**config.mk**
```make
export PLATFORM = sky130hd
export DESIGN_NAME = ps2_cmd_scheduler
export DESIGN_NICKNAME = d
export VERILOG_FILES = /design/src/rtl/ps2_cmd_pkg.sv /design/src/rtl/ps2_rr_arbiter.sv /design/src/rtl/ps2_cmd_scheduler.sv
export SDC_FILE = /design/constraint.sdc
export NUM_CORES = 1
export LEC_CHECK = 0
export CAP_MARGIN = 40
export CORE_ASPECT_RATIO = 0.9
export CORE_MARGIN = 3
export CORE_UTILIZATION = 52
export DETAILED_ROUTE_END_ITERATION = 10
export PLACE_DENSITY = 0.84
export SLEW_MARGIN = 20
export SYNTH_ARGS = -nofsm -noshare
export SYNTH_HDL_FRONTEND = slang
export SYNTH_HIERARCHICAL = 1
export SYNTH_SLANG_ARGS = --single-unit
```
**constraint.sdc**
```tcl
create_clock -name CLK -period 3.93 [get_ports CLK]
set_input_delay 1.179 -clock CLK [delete_from_list [all_inputs] [get_ports CLK]]
set_output_delay 1.179 -clock CLK [all_outputs]
set_load 0.005 [all_outputs]
```
**src/rtl/ps2_cmd_pkg.sv**
```systemverilog
// ---------------------------------------------------------------------------
// ps2_cmd_pkg
//   Shared definitions for the PS/2 command scheduler:
//     - ps2_cmd_state_e : scheduler FSM state encoding
//     - RESP_*          : response codes reported with DONE
//     - BYTE_*          : device reply bytes (ACK / RESEND / ERROR)
//     - classify_ack()  : maps a received byte + receiver error to a code
// ---------------------------------------------------------------------------
package ps2_cmd_pkg;

  typedef enum logic [2:0] {
    ST_IDLE      = 3'd0,
    ST_SEND      = 3'd1,
    ST_WAIT_SENT = 3'd2,
    ST_WAIT_ACK  = 3'd3,
    ST_RESP      = 3'd4
  } ps2_cmd_state_e;

  localparam logic [1:0] RESP_ACK     = 2'b00;
  localparam logic [1:0] RESP_NACK    = 2'b01;
  localparam logic [1:0] RESP_TIMEOUT = 2'b10;
  localparam logic [1:0] RESP_RXERR   = 2'b11;

  localparam logic [7:0] BYTE_ACK    = 8'hFA;
  localparam logic [7:0] BYTE_RESEND = 8'hFE;
  localparam logic [7:0] BYTE_ERROR  = 8'hFC;

  // A receiver error always dominates the byte value, because the byte
  // cannot be trusted when the frame was bad.
  function automatic logic [1:0] classify_ack(input logic [7:0] rx_byte,
                                              input logic [1:0] rx_err);
    logic [1:0] code;
    if (rx_err != 2'b00) begin
      code = RESP_RXERR;
    end else if (rx_byte == BYTE_ACK) begin
      code = RESP_ACK;
    end else if ((rx_byte == BYTE_RESEND) || (rx_byte == BYTE_ERROR)) begin
      code = RESP_NACK;
    end else begin
      code = RESP_RXERR;
    end
    return code;
  endfunction

endpackage

```
**src/rtl/ps2_rr_arbiter.sv**
```systemverilog
// ---------------------------------------------------------------------------
// ps2_rr_arbiter
//   Purely combinational round-robin pick. Searches req starting at ptr and
//   wrapping around, returns a one-hot winner and a valid flag.
//
//   Parameters:
//     NUM_REQ : number of requesters
//     PTR_W   : width of the pointer (clog2(NUM_REQ))
//   Ports:
//     req   in  NUM_REQ  request vector
//     ptr   in  PTR_W    index with highest priority this round
//     grant out NUM_REQ  one-hot winner (all zero when no request)
//     valid out 1        at least one request present
// ---------------------------------------------------------------------------
module ps2_rr_arbiter #(
  parameter int NUM_REQ = 2,
  parameter int PTR_W   = 1
) (
  input  logic [NUM_REQ-1:0] req,
  input  logic [PTR_W-1:0]   ptr,
  output logic [NUM_REQ-1:0] grant,
  output logic               valid
);

  // Two passes instead of a rotate: the first pass only considers indices
  // at or above ptr; if nothing was found there, the second pass takes the
  // lowest set index, which must lie below ptr (the wrapped part).
  always_comb begin
    grant = '0;
    valid = 1'b0;
    for (int i = 0; i < NUM_REQ; i++) begin
      if (!valid && req[i] && (i >= int'(ptr))) begin
        grant[i] = 1'b1;
        valid    = 1'b1;
      end
    end
    for (int i = 0; i < NUM_REQ; i++) begin
      if (!valid && req[i]) begin
        grant[i] = 1'b1;
        valid    = 1'b1;
      end
    end
  end

endmodule

```
**src/rtl/ps2_cmd_scheduler.sv**
```systemverilog
// ---------------------------------------------------------------------------
// ps2_cmd_scheduler
//   Shares one PS/2 host transmitter among NUM_REQ command requesters.
//   A round-robin arbiter picks one requester, its byte is sent, the device
//   acknowledge is awaited on the receiver side and a one-cycle DONE with a
//   response code is returned to the owner.
//
//   Optional build macro: PS2_CMD_RETRY_EN
//     defined   : an FE reply re-sends the same byte up to MAX_RETRY times
//     undefined : any NACK (FE/FC) completes immediately with code 01
//
//   Ports:
//     CLK, RESET              clock, synchronous active-high reset
//     REQ[NUM_REQ]            level requests
//     REQ_BYTE[8*NUM_REQ]     command byte per requester (i at [8i+7:8i])
//     GRANT[NUM_REQ]          one-hot current owner
//     DONE                    one-cycle completion pulse
//     RESP_CODE[2]            00 ACK, 01 NACK, 10 timeout, 11 rx error
//     BUSY                    state is not IDLE
//     SEND_BYTE/BYTE_TO_SEND  transmit strobe and byte
//     BYTE_SENT               transmitter done pulse
//     BYTE_READ/BYTE_READY/BYTE_ERROR_CODE  receiver side (observe only)
// ---------------------------------------------------------------------------
module ps2_cmd_scheduler
  import ps2_cmd_pkg::*;
#(
  parameter int NUM_REQ     = 2,
  parameter int ACK_TIMEOUT = 50000,
  parameter int TX_TIMEOUT  = 100000,
  parameter int MAX_RETRY   = 2
) (
  input  logic                   CLK,
  input  logic                   RESET,
  input  logic [NUM_REQ-1:0]     REQ,
  input  logic [8*NUM_REQ-1:0]   REQ_BYTE,
  output logic [NUM_REQ-1:0]     GRANT,
  output logic                   DONE,
  output logic [1:0]             RESP_CODE,
  output logic                   BUSY,
  output logic                   SEND_BYTE,
  output logic [7:0]             BYTE_TO_SEND,
  input  logic                   BYTE_SENT,
  input  logic [7:0]             BYTE_READ,
  input  logic                   BYTE_READY,
  input  logic [1:0]             BYTE_ERROR_CODE
);

  localparam int PTR_W     = $clog2(NUM_REQ);
  localparam int TIMER_MAX = (ACK_TIMEOUT > TX_TIMEOUT) ? ACK_TIMEOUT : TX_TIMEOUT;
  localparam int TIMER_W   = $clog2(TIMER_MAX + 1);
  localparam logic [TIMER_W-1:0] ACK_LAST = TIMER_W'(ACK_TIMEOUT - 1);
  localparam logic [TIMER_W-1:0] TX_LAST  = TIMER_W'(TX_TIMEOUT - 1);

  // Elaboration-time guard on the supported configuration range.
  if ((NUM_REQ < 2) || (NUM_REQ > 4) || (MAX_RETRY < 0) ||
      (ACK_TIMEOUT < 1) || (TX_TIMEOUT < 1)) begin : g_param_check
    $error("ps2_cmd_scheduler: parameter out of supported range");
  end

  ps2_cmd_state_e       state_q, state_d;
  logic [TIMER_W-1:0]   timer_q, timer_d, timer_inc;
  logic [NUM_REQ-1:0]   grant_q, grant_d;
  logic [7:0]           byte_q, byte_d;
  logic [1:0]           code_q, code_d;
  logic [PTR_W-1:0]     ptr_q, ptr_d, ptr_after;

  logic [NUM_REQ-1:0]   arb_grant;
  logic                 arb_valid;
  logic [7:0]           winner_byte;
  logic [1:0]           ack_code;

`ifdef PS2_CMD_RETRY_EN
  localparam int RETRY_W = (MAX_RETRY < 1) ? 1 : $clog2(MAX_RETRY + 1);
  logic [RETRY_W-1:0]   retry_q, retry_d;
  logic                 retry_ok;

  // Only an explicit RESEND is worth repeating; FC means the device
  // rejected the command itself.
  assign retry_ok = (BYTE_READ == BYTE_RESEND) && (retry_q < RETRY_W'(MAX_RETRY));
`endif

  ps2_rr_arbiter #(
    .NUM_REQ (NUM_REQ),
    .PTR_W   (PTR_W)
  ) u_arb (
    .req   (REQ),
    .ptr   (ptr_q),
    .grant (arb_grant),
    .valid (arb_valid)
  );

  assign ack_code  = classify_ack(BYTE_READ, BYTE_ERROR_CODE);
  assign timer_inc = (timer_q == '1) ? timer_q : timer_q + 1'b1;

  // Mux the winning requester's byte out of the packed REQ_BYTE bus.
  always_comb begin
    winner_byte = '0;
    for (int i = 0; i < NUM_REQ; i++) begin
      if (arb_grant[i]) begin
        winner_byte = REQ_BYTE[8*i +: 8];
      end
    end
  end

  // Pointer for the next round: one past the current owner, wrapping, so a
  // requester that keeps REQ high drops to lowest priority.
  always_comb begin
    ptr_after = '0;
    for (int i = 0; i < NUM_REQ; i++) begin
      if (grant_q[i]) begin
        ptr_after = (i == NUM_REQ - 1) ? '0 : PTR_W'(i + 1);
      end
    end
  end

  // State and datapath registers.
  always_ff @(posedge CLK) begin
    if (RESET) begin
      state_q <= ST_IDLE;
      timer_q <= '0;
      grant_q <= '0;
      byte_q  <= 8'h00;
      code_q  <= RESP_ACK;
      ptr_q   <= '0;
`ifdef PS2_CMD_RETRY_EN
      retry_q <= '0;
`endif
    end else begin
      state_q <= state_d;
      timer_q <= timer_d;
      grant_q <= grant_d;
      byte_q  <= byte_d;
      code_q  <= code_d;
      ptr_q   <= ptr_d;
`ifdef PS2_CMD_RETRY_EN
      retry_q <= retry_d;
`endif
    end
  end

  // Next-state logic. In both wait states the incoming pulse is checked
  // before the timer, so an event landing on the last allowed cycle wins.
  always_comb begin
    state_d = state_q;
    timer_d = timer_q;
    grant_d = grant_q;
    byte_d  = byte_q;
    code_d  = code_q;
    ptr_d   = ptr_q;
`ifdef PS2_CMD_RETRY_EN
    retry_d = retry_q;
`endif
    case (state_q)
      ST_IDLE: begin
        if (arb_valid) begin
          grant_d = arb_grant;
          byte_d  = winner_byte;
          state_d = ST_SEND;
`ifdef PS2_CMD_RETRY_EN
          retry_d = '0;
`endif
        end
      end
      ST_SEND: begin
        timer_d = '0;
        state_d = ST_WAIT_SENT;
      end
      ST_WAIT_SENT: begin
        if (BYTE_SENT) begin
          timer_d = '0;
          state_d = ST_WAIT_ACK;
        end else if (timer_q == TX_LAST) begin
          code_d  = RESP_TIMEOUT;
          state_d = ST_RESP;
        end else begin
          timer_d = timer_inc;
        end
      end
      ST_WAIT_ACK: begin
        if (BYTE_READY) begin
          code_d  = ack_code;
          state_d = ST_RESP;
`ifdef PS2_CMD_RETRY_EN
          if ((ack_code == RESP_NACK) && retry_ok) begin
            code_d  = code_q;
            retry_d = retry_q + 1'b1;
            state_d = ST_SEND;
          end
`endif
        end else if (timer_q == ACK_LAST) begin
          code_d  = RESP_TIMEOUT;
          state_d = ST_RESP;
        end else begin
          timer_d = timer_inc;
        end
      end
      ST_RESP: begin
        grant_d = '0;
        ptr_d   = ptr_after;
        state_d = ST_IDLE;
      end
      default: begin
        grant_d = '0;
        state_d = ST_IDLE;
      end
    endcase
  end

  assign GRANT        = grant_q;
  assign DONE         = (state_q == ST_RESP);
  assign RESP_CODE    = (state_q == ST_RESP) ? code_q : RESP_ACK;
  assign BUSY         = (state_q != ST_IDLE);
  assign SEND_BYTE    = (state_q == ST_SEND);
  assign BYTE_TO_SEND = byte_q;

endmodule

```
==> results.sh <==
export IMPL_status="complete, no violations"
export IMPL_drc=0
export IMPL_route_vias_total=1914
export IMPL_critPathCaptureType="primary output"
export IMPL_ff2ff_path_depth=7
export IMPL_reg2reg_to="timer_q[5]"
export IMPL_ctsHoldBuffers=0
export IMPL_num_rows=19
export IMPL_grt_pass1_vias=1748
export IMPL_nets=304
export IMPL_numClockSinks=33
export IMPL_total_power_uw=837.4
export IMPL_via_per_inst=6.096
export IMPL_synth_top_cell_by_area="dfxtp_1"
export IMPL_hold_ws_ns=0.4602
export IMPL_worstSetupStartpoint="state_q[1]"
export IMPL_r2r_slack_ns=1.51
export IMPL_report_final_slew_viol_count=0
export IMPL_avgSynthCellArea_um2=8.242
export IMPL_gp_congestion=0.8620
export IMPL_max_clock_freq_ghz=0.3268
export IMPL_numCtsBuffers=5
export IMPL_drt_iter0_markers=152
export IMPL_drv_cap=0
export IMPL_min_delay_start="code_q[1]"
export IMPL_synth_nets=256
export IMPL_root_buffer="clkbuf_8"
export IMPL_power_density_mw_per_mm2=346.6
export IMPL_overflow=0
export IMPL_dp_cells=305
export IMPL_design_area_mm2=0.002416
export IMPL_synth_edf_count=0
export IMPL_arrival_ns=1.88
export IMPL_wl_mm=4.836
export IMPL_first_pass_iters=4
export IMPL_start_util_pct=57.27
export IMPL_post_drt_wl_per_cell_um=15.40
export IMPL_path_clk_slew_ns=0.06
export IMPL_die_area_mm2=0.004285
export IMPL_finalHoldViolations=0
export IMPL_max_slew_margin_rel_pct=52.62
export IMPL_fin_util_pct=75.28
export IMPL_min_period_ns=3.060
export IMPL_p_leak_nw=0.8305
export IMPL_area_growth_pct=31.45
export IMPL_peakVddDrop_v=0.0002694
export IMPL_antennaDiodeCount=0
export IMPL_synthDominantCellAreaShare_pct=35.94
export IMPL_ys_top_cells_by_count="dfxtp_1 (33), nor2_1 (22), a21oi_1 (16)"
export IMPL_syn_cell_area_mm2=0.001838
export IMPL_rsz0062_at_grt="no"
export IMPL_ys_warn_count=6
export IMPL_fin_ws_ns=0.8696
export IMPL_die_w_um=68.67
export IMPL_fillers=270
export IMPL_clock_tree_buffer_depth=2
export IMPL_finalCritPeriodShare_pct=77.87
export IMPL_synth_async_reset_ratio_pct=0
export IMPL_htreeDepth=2
export IMPL_synthCells=223
export IMPL_grt_max_degree=23
export IMPL_grtUsageTotal_pct=24.10
export IMPL_reg2reg_from="timer_q[0]"
export IMPL_dieHeight_um=62.40
export IMPL_post_dp_hpwl_mm=3.520
export IMPL_synth_area_leaders="dfxtp_1 (36%), nor2_1 (4.5%), a21oi_1 (4.4%)"
export IMPL_placed_area_mm2=0.002331
export IMPL_setup_viol=0
export IMPL_crit_path_end="DONE"
export IMPL_clock_skew_ns=0.004766
export IMPL_hold_path_class="reg -> reg"
export IMPL_drtAntennaViolNets=0
export IMPL_portBuffers=46
export IMPL_fin_cells=314
export IMPL_ctsResizeCount=0
export IMPL_crit_type="reg -> out"
export IMPL_antenna_found_initial=0
export IMPL_io_pins=47
export IMPL_crit_fanout=9
export IMPL_clk_latency_ns=0.29
export IMPL_cts_tree="built"
export IMPL_worst_setup_path_start_kind="flip-flop"
export IMPL_drive_above_1_share_pct=6.618
export IMPL_yosysMostFrequentCell="dfxtp_1"
export IMPL_grt_pass1_wl_mm=8.024
export IMPL_seq_area_frac_synth_pct=35.94
export IMPL_post_place_ws_ns=0.8573
export IMPL_ys_seq_elements=33
export IMPL_ys_types=49
export IMPL_ys_flop_type="dfxtp_1"
export IMPL_tightest_slew_ns=0.7065
export IMPL_core_area_mm2=0.003209
export IMPL_post_cts_buffers=0
export IMPL_cp_data_required_time_ns=2.75
export IMPL_final_setup_tns_ns=0
-- layer usage --
| layer | track usage, % | part of all wire (%) |
|---|---|---|
| met1 | 33.26 | 43 |
| met5 | 0 | 0 |
| met4 | 6.452 | 1.8 |
| met3 | 7.734 | 9.1 |
| met2 | 35.64 | 46 |
-- worst max-delay path, stage by stage (launching register included) --
cell	delay, ns
dfxtp_1	0.36
nor2_1	0.47
and2_1	0.25
clkdlybuf4s50_1	0.52
-- state kept, by name, indices dropped and copies added, names as in the netlist --
| signal | cells |
|---|---|
| BYTE_TO_SEND | 8 |
| ptr_q | 1 |
| state_q | 3 |
| GRANT | 2 |
| timer_q | 17 |
| code_q | 2 |
-- logic make-up after synthesis --
logic type	Yosys count	share of synthesized area, %
muxes	5	2.723
buffers and inverters	16	3.948
and+or+nand+nor	103	32.20
adders and majority gates	1	0.6806
DFF	33	35.94
AOI/OAI and AO/OA	65	24.51
-- layout make-up --
cell class	count	area, µm²	share of cell area, %
clock buffer	8	80.08	3.314
inverter	6	22.52	0.9322
multi-input combinational	174	1105	45.73
sequential	33	660.6	27.34
tap	42	52.55	2.175
timing repair buffer	51	495.5	20.51
-- how the worst min path moves through the flow --
stage                           end  slack, ns  depth (start not counted)
after floorplan           code_q[1]       0.43                          1
after global placement    code_q[1]       0.44                          1
after detailed placement  code_q[1]       0.45                          1
after CTS                 code_q[1]       0.46                          1
after global routing      code_q[1]       0.47                          1
final                     code_q[1]       0.46                          1
-- power by group --
part | switching [mW] | total [mW] | internal, mW
combinational | 0.105 | 0.215 | 0.110
sequential | 0.0195 | 0.378 | 0.359
clock | 0.119 | 0.245 | 0.126
total | 0.243 | 0.837 | 0.594
-- placed cells by master, fill, tap and decap left out, types with 3 or more instances in the layout --
master           Yosys  final
a211oi_1            10     10
a21oi_1             16     16
a22oi_1              8      8
a31oi_1              6      6
buf_4                1      4
clkbuf_1             7      3
clkbuf_8             0      5
clkdlybuf4s50_1      0     46
dfxtp_1             33     33
inv_1                6      6
mux2i_1              5      5
nand2_1             14     14
nand2b_1             6      6
nand3_1              9      9
nand4_1              5      5
nor2_1              22     22
nor2b_1              4      4
nor3_1               7      7
nor4_1               6      6
o31ai_1              7      7
or3_1                4      4
or4_1                8      8
(Power assumes the default switching activity.)
